===== config.mk =====
export PLATFORM = sky130hd
export DESIGN_NAME = alu_seq
export DESIGN_NICKNAME = d
export VERILOG_FILES = /design/src/rtl/alu_pkg.sv /design/src/rtl/alu_core.sv /design/src/rtl/alu_seq.sv
export SDC_FILE = /design/constraint.sdc
export NUM_CORES = 1
export LEC_CHECK = 0
export ABC_AREA = 1
export BUFFER_PORTS_ARGS = -buffer_cell sky130_fd_sc_hd__buf_2
export CAP_MARGIN = 20
export CORE_MARGIN = 2
export CORE_UTILIZATION = 24
export CTS_CLUSTER_SIZE = 14
export DETAILED_ROUTE_END_ITERATION = 12
export GPL_ROUTABILITY_DRIVEN = 0
export PLACE_DENSITY_LB_ADDON = 0.15
export REMOVE_ABC_BUFFERS = 1
export SLEW_MARGIN = 20
export SYNTH_ARGS = -nofsm -noshare
export SYNTH_HDL_FRONTEND = slang
export SYNTH_SLANG_ARGS = --single-unit

===== constraint.sdc =====
create_clock -name clk -period 2.6 [get_ports clk]
set_clock_uncertainty 0.15 [all_clocks]
set_input_delay 0.13 -clock clk [delete_from_list [all_inputs] [get_ports clk]]
set_output_delay 0.13 -clock clk [all_outputs]
set_load 0.05 [all_outputs]

===== src/rtl/alu_pkg.sv =====
// alu_pkg: shared types for the sequential ALU (opcodes, FSM states, flag bundle).
package alu_pkg;

    typedef enum logic [2:0] {
        OP_ADD = 3'd0,
        OP_SUB = 3'd1,
        OP_AND = 3'd2,
        OP_OR  = 3'd3,
        OP_XOR = 3'd4,
        OP_NOT = 3'd5,
        OP_SHL = 3'd6,
        OP_SHR = 3'd7
    } alu_op_e;

    typedef enum logic [1:0] {
        IDLE,
        BUSY,
        HOLD
    } alu_state_e;

    typedef struct packed {
        logic carry;
        logic zero;
        logic negative;
        logic overflow;
    } alu_flags_t;

endpackage


===== src/rtl/alu_core.sv =====
// alu_core: combinational ADD/SUB/AND/OR/XOR/NOT datapath with carry and signed overflow.
// Ports: a_i, b_i operands; op_i opcode; res_o result; carry_o carry/borrow; ovf_o signed overflow.
// Macro ALU_SAT_EN: ADD/SUB saturate unsigned; carry_o/ovf_o still report the raw condition.
module alu_core
    import alu_pkg::*;
#(
    parameter int WIDTH = 8
) (
    input  logic [WIDTH-1:0] a_i,
    input  logic [WIDTH-1:0] b_i,
    input  alu_op_e          op_i,
    output logic [WIDTH-1:0] res_o,
    output logic             carry_o,
    output logic             ovf_o
);

    logic [WIDTH:0]   sum;
    logic [WIDTH:0]   dif;
    logic [WIDTH-1:0] raw;

    assign sum = {1'b0, a_i} + {1'b0, b_i};
    // Top bit of the widened difference is the unsigned borrow.
    assign dif = {1'b0, a_i} - {1'b0, b_i};

    always_comb begin
        raw     = '0;
        carry_o = 1'b0;
        ovf_o   = 1'b0;
        case (op_i)
            OP_ADD: begin
                raw     = sum[WIDTH-1:0];
                carry_o = sum[WIDTH];
                ovf_o   = (a_i[WIDTH-1] == b_i[WIDTH-1]) && (sum[WIDTH-1] != a_i[WIDTH-1]);
            end
            OP_SUB: begin
                raw     = dif[WIDTH-1:0];
                carry_o = dif[WIDTH];
                ovf_o   = (a_i[WIDTH-1] != b_i[WIDTH-1]) && (dif[WIDTH-1] != a_i[WIDTH-1]);
            end
            OP_AND: raw = a_i & b_i;
            OP_OR:  raw = a_i | b_i;
            OP_XOR: raw = a_i ^ b_i;
            OP_NOT: raw = ~a_i;
            default: raw = '0;
        endcase
`ifdef ALU_SAT_EN
        res_o = (op_i == OP_ADD && carry_o) ? '1 : (op_i == OP_SUB && carry_o) ? '0 : raw;
`else
        res_o = raw;
`endif
    end

endmodule


===== src/rtl/alu_seq.sv =====
// alu_seq: sequential ALU with valid/ready handshakes, registered result/flags, iterative shifts.
// Ports: clk, rst (sync, active-high); in_valid/in_ready with a, b, op on the input side;
//        out_valid/out_ready with result, carry, zero, negative, overflow on the output side.
// Macro ALU_SAT_EN (in alu_core): unsigned saturation for ADD/SUB.
module alu_seq
    import alu_pkg::*;
#(
    parameter int WIDTH = 8
) (
    input  logic             clk,
    input  logic             rst,
    input  logic             in_valid,
    output logic             in_ready,
    input  logic [WIDTH-1:0] a,
    input  logic [WIDTH-1:0] b,
    input  logic [2:0]       op,
    output logic             out_valid,
    input  logic             out_ready,
    output logic [WIDTH-1:0] result,
    output logic             carry,
    output logic             zero,
    output logic             negative,
    output logic             overflow
);

    localparam int CNT_W = $clog2(WIDTH) + 1;

    alu_state_e       state_q, state_d;
    alu_flags_t       flags_q, flags_d;
    alu_op_e          op_e;
    logic [WIDTH-1:0] result_q, result_d, work_q, work_d;
    logic [WIDTH-1:0] core_res, ld_res, sh_val;
    logic [CNT_W-1:0] cnt_q, cnt_d, cnt_ld;
    logic             shr_q, shr_d;
    logic             accept, is_shift, ld, ld_c, ld_v, core_c, core_v, sh_out;

    assign op_e     = alu_op_e'(op);
    assign is_shift = (op_e == OP_SHL) || (op_e == OP_SHR);
    assign accept   = in_valid && in_ready;
    // Amounts of WIDTH or more all behave like WIDTH (result 0).
    assign cnt_ld   = (b >= WIDTH'(WIDTH)) ? CNT_W'(WIDTH) : CNT_W'(b);
    assign sh_val   = shr_q ? (work_q >> 1) : (work_q << 1);
    assign sh_out   = shr_q ? work_q[0] : work_q[WIDTH-1];

    alu_core #(.WIDTH(WIDTH)) u_core (
        .a_i     (a),
        .b_i     (b),
        .op_i    (op_e),
        .res_o   (core_res),
        .carry_o (core_c),
        .ovf_o   (core_v)
    );

    always_ff @(posedge clk) begin
        if (rst) state_q <= IDLE;
        else     state_q <= state_d;
    end

    always_comb begin
        state_d = IDLE;
        if (accept)
            state_d = (is_shift && cnt_ld != '0) ? BUSY : HOLD;
        else if (state_q == BUSY)
            state_d = (cnt_q == CNT_W'(1)) ? HOLD : BUSY;
        else if (state_q == HOLD && !out_ready)
            state_d = HOLD;
    end

    always_comb begin
        in_ready  = (state_q == IDLE) || (state_q == HOLD && out_ready);
        out_valid = state_q == HOLD;
    end

    // ld marks the cycle a final value is written to the output registers.
    always_comb begin
        work_d = work_q;
        cnt_d  = cnt_q;
        shr_d  = shr_q;
        ld     = 1'b0;
        ld_res = core_res;
        ld_c   = core_c;
        ld_v   = core_v;
        if (accept && is_shift) begin
            work_d = a;
            cnt_d  = cnt_ld;
            shr_d  = op_e == OP_SHR;
            ld     = cnt_ld == '0;
            ld_res = a;
            ld_c   = 1'b0;
            ld_v   = 1'b0;
        end else if (accept) begin
            ld = 1'b1;
        end else if (state_q == BUSY) begin
            work_d = sh_val;
            cnt_d  = cnt_q - CNT_W'(1);
            ld     = cnt_q == CNT_W'(1);
            ld_res = sh_val;
            ld_c   = sh_out;
            ld_v   = 1'b0;
        end
        result_d = ld ? ld_res : result_q;
        flags_d  = ld ? alu_flags_t'{carry: ld_c, zero: ld_res == '0,
                                     negative: ld_res[WIDTH-1], overflow: ld_v} : flags_q;
    end

    always_ff @(posedge clk) begin
        if (rst) begin
            result_q <= '0;
            flags_q  <= '0;
            work_q   <= '0;
            cnt_q    <= '0;
            shr_q    <= 1'b0;
        end else begin
            result_q <= result_d;
            flags_q  <= flags_d;
            work_q   <= work_d;
            cnt_q    <= cnt_d;
            shr_q    <= shr_d;
        end
    end

    assign result   = result_q;
    assign carry    = flags_q.carry;
    assign zero     = flags_q.zero;
    assign negative = flags_q.negative;
    assign overflow = flags_q.overflow;

endmodule


==> flow_summary.rst <==
.. list-table::
   :header-rows: 1

   * - Metric
     - Value
   * - Max Fclk
     - around 470 MHz
   * - Clock-pin slew on the worst setup and hold paths
     - around 0.090 ns
   * - CTS tree
     - done
   * - Result of the run
     - completed
   * - Clock insertion delay at the later pin of the skew report
     - 0.27 ns
   * - Flop2flop setup slack
     - 0.49 ns
   * - Number of iterations in the first detailed-routing pass
     - 4
   * - Launch point of the worst reg-to-reg path
     - state_q[0]
   * - Worst reg-to-reg path cell count
     - 12
   * - Fin. max-slew vios
     - 0
   * - Worst hold path stage count
     - 3
   * - Final setup viols
     - 0
   * - Portion of the clock cycle consumed by the worst path in the final layout
     - between 80% and 90%
   * - Root Buffer
     - sky130_fd_sc_hd__clkbuf_8
   * - Layout fillers
     - 1201
   * - Max-cap violations
     - 0
   * - Crit path max fanout
     - 15
   * - Max-slew headroom at the worst pin
     - between 70 and 80%
   * - Number of placement rows
     - 37
   * - Cell area after technology mapping
     - 0.00258 mm²
   * - Flops & latches, synth
     - 26
   * - Hold Violations, Final
     - 0
   * - Critical Path RT
     - 2.65 ns
   * - Syn. warnings
     - 0
   * - Starting DRT DRC Count
     - approximately 180
   * - Final Total Pwr
     - 0.00116 W
   * - Total global-route track usage
     - approximately 15%
   * - LEAKAGE
     - about 1.5 nW
   * - Number of levels in the clock H-tree
     - 1
   * - Number of CTS-inserted buffers
     - 3
   * - CTS hold repair buffers
     - 0
   * - Hold worst-path end
     - cnt_q[0]
   * - Wire length per cell after detailed routing
     - approximately 14 µm
   * - Maximum clock insertion buffer count
     - 2
   * - Aggregate routed wire length
     - between 8000 and 9000 µm
   * - Count of boundary I/O pins
     - 37
   * - Post-CTS sizing
     - 0
   * - Path type of the worst setup path
     - reg -> reg
   * - Type of element launching the critical path
     - register
   * - Fraction of layout cells with a size suffix above 1
     - a little over an eighth
   * - Die area
     - around 0.012 mm²
   * - HP Start
     - b[0]
   * - Highest-count cells in the layout ignoring fill and taps
     - sky130_fd_sc_hd__nand2_1 (84), sky130_fd_sc_hd__inv_1 (70), sky130_fd_sc_hd__nor2_1 (47), sky130_fd_sc_hd__nand3_1 (47), sky130_fd_sc_hd__buf_2 (36)
   * - Remaining global-route overflow
     - 0
   * - Chip Height
     - ~110 µm
   * - HPWL Detailed
     - 6780 µm
   * - Synthesized area per cell
     - about 6.2 µm²
   * - Setup tns final
     - 0 ns
   * - Routed Antenna Nets
     - 0
   * - Count of mapped cells out of synthesis
     - between 400 and 500
   * - Post-layout util
     - 28.4%
   * - Total power density per cell area
     - 393 mW/mm²
   * - Wire length of the first global-routing pass
     - approximately 14000 µm
   * - Count of buffers from port buffering
     - 36
   * - Count of different cell masters after synthesis
     - 33
   * - VDD IR-drop max
     - approximately 220 µV
   * - Class of the tightest hold or removal check
     - in -> reg
   * - Via count of the first global-routing pass
     - approximately 2700
   * - Clock Sink Count
     - 26
   * - Setup repair after global routing missed its margin
     - no
   * - Category of the worst setup path capture point
     - register
   * - Net count of the finished layout
     - between 500 and 600
   * - Routed vias/inst
     - 4.69
   * - Worst-margin pin slew
     - 0.376 ns
   * - Final worst path period need
     - between 2 and 2.5 ns
   * - Largest net degree at the start of global routing
     - 18
   * - Die Width
     - about 110 µm
   * - Share of the yosys chip area belonging to registers
     - 20.1%
   * - Layout-stage area growth over the synthesis result
     - 13.9%
   * - Area inside the core boundary
     - between 0.01 and 0.015 mm²
   * - DRC violation count after routing
     - 0
   * - Data arrival at the endpoint of the critical path
     - 2.16 ns
   * - Post-CTS setup repair buffer count
     - 0
   * - Most frequent standard cell in the layout excluding fill and tap cells
     - sky130_fd_sc_hd__nand2_1
   * - Worst R2R End
     - zero
   * - Starting utilization of the core area
     - roughly 25%
   * - Number of antenna violations at the first check in global routing
     - 0
   * - Antenna Diode Count
     - 0
   * - Detailed-route via count
     - 2746
## registers in the layout, indices dropped and copies added, names as in the netlist
register and cells:
carry 1, zero 1, work_q 8, state_q 2, shr_q 1, result 7
negative 1, overflow 1, cnt_q 4
## logic make-up after synthesis
kind of cell | synth area share [%]
AO/OA/AOI/OAI | 16.7
adder cells (fa/ha/maj) | 14.6
flip-flops | 20.1
AND/OR/NAND/NOR | 32.8
XOR/XNOR | 2.03
buffers and inverters | 13.7
## how the worst max path moves through the flow
stage / start / to
4_1_cts: state_q[0] / zero
5_1_grt: state_q[1] / zero
3_5_place_dp: a[0] / zero
3_3_place_gp: a[4] / overflow
6_report: state_q[0] / zero
2_1_floorplan: state_q[1] / zero
## synth_stat cells
| library cell | instances | area [µm²] |
|---|---|---|
| sky130_fd_sc_hd__a211oi_1 | 1 | 7.51 |
| sky130_fd_sc_hd__a21oi_1 | 28 | 140 |
| sky130_fd_sc_hd__a221oi_1 | 2 | 17.5 |
| sky130_fd_sc_hd__a22oi_1 | 2 | 15.0 |
| sky130_fd_sc_hd__a31oi_1 | 1 | 6.26 |
| sky130_fd_sc_hd__buf_2 | 6 | 30.0 |
| sky130_fd_sc_hd__buf_4 | 3 | 22.5 |
| sky130_fd_sc_hd__clkbuf_1 | 3 | 11.3 |
| sky130_fd_sc_hd__clkbuf_2 | 1 | 5.00 |
| sky130_fd_sc_hd__dfxtp_1 | 26 | 521 |
| sky130_fd_sc_hd__fa_1 | 2 | 40.0 |
| sky130_fd_sc_hd__ha_1 | 27 | 338 |
| sky130_fd_sc_hd__inv_1 | 70 | 263 |
| sky130_fd_sc_hd__inv_2 | 6 | 22.5 |
| sky130_fd_sc_hd__nand2_1 | 84 | 315 |
| sky130_fd_sc_hd__nand3_1 | 47 | 235 |
| sky130_fd_sc_hd__nand3_2 | 2 | 20.0 |
| sky130_fd_sc_hd__nand4_1 | 5 | 31.3 |
| sky130_fd_sc_hd__nor2_1 | 47 | 176 |
| sky130_fd_sc_hd__nor2_2 | 5 | 31.3 |
| sky130_fd_sc_hd__nor2_4 | 2 | 22.5 |
| sky130_fd_sc_hd__nor3_1 | 2 | 10.0 |
| sky130_fd_sc_hd__o211ai_1 | 4 | 30.0 |
| sky130_fd_sc_hd__o21a_1 | 1 | 7.51 |
| sky130_fd_sc_hd__o21ai_0 | 19 | 95.1 |
| sky130_fd_sc_hd__o21ai_2 | 1 | 8.76 |
| sky130_fd_sc_hd__o21bai_1 | 4 | 30.0 |
| sky130_fd_sc_hd__o22ai_1 | 9 | 56.3 |
| sky130_fd_sc_hd__o2bb2ai_1 | 1 | 8.76 |
| sky130_fd_sc_hd__o31ai_1 | 1 | 7.51 |
| sky130_fd_sc_hd__or2_2 | 1 | 6.26 |
| sky130_fd_sc_hd__xnor2_1 | 3 | 26.3 |
| sky130_fd_sc_hd__xor2_1 | 3 | 26.3 |
## layer usage
layer	up-vias	global-route usage, %	routed length, µm
met5	-	0	0
li1	1408	-	-
met1	1255	20.6	4060
met3	8	2.12	447
met4	0	2.66	97
met2	75	25.0	3750
## worst max-delay path, stage by stage, from the launching register on
cell,delay [ns]
sky130_fd_sc_hd__dfxtp_1,0.39
sky130_fd_sc_hd__inv_2,0.07
sky130_fd_sc_hd__nor2_4,0.16
sky130_fd_sc_hd__inv_2,0.10
sky130_fd_sc_hd__o21ai_2,0.18
sky130_fd_sc_hd__inv_2,0.06
sky130_fd_sc_hd__nor2_4,0.30
sky130_fd_sc_hd__nand2_1,0.11
sky130_fd_sc_hd__nor2_2,0.13
sky130_fd_sc_hd__nand3_1,0.09
sky130_fd_sc_hd__nor2_1,0.12
sky130_fd_sc_hd__nand3_1,0.08
sky130_fd_sc_hd__a21oi_1,0.12
## report_power, final
group	leakage (nW)	switching (W)	internal [W]
Combinational	1.27	0.000340	0.000151
Sequential	0.213	0.0000160	0.000425
Clock	0.0216	0.000122	0.000104
## final cells by class
cell class	instances	area, µm²	area share [%]
clock buffers	3	41.3	1.40
inverters	76	285	9.69
multi-input cells	304	1710	58.1
flip-flops and latches	26	520	17.7
well taps	136	170	5.78
repair buffers	41	218	7.39
## through the flow
step,hold slack (ns),worst slack [ns],instances,area [µm²]
after floorplan,0.0491,0.166,406,2510
after global placement,0.305,0.330,583,2900
after detailed placement,0.310,0.323,583,2900
after CTS,0.0245,0.434,586,2940
after global routing,0.0563,0.260,586,2940
final,0.0342,0.489,586,2940
Power figures use the tool's default switching activity.
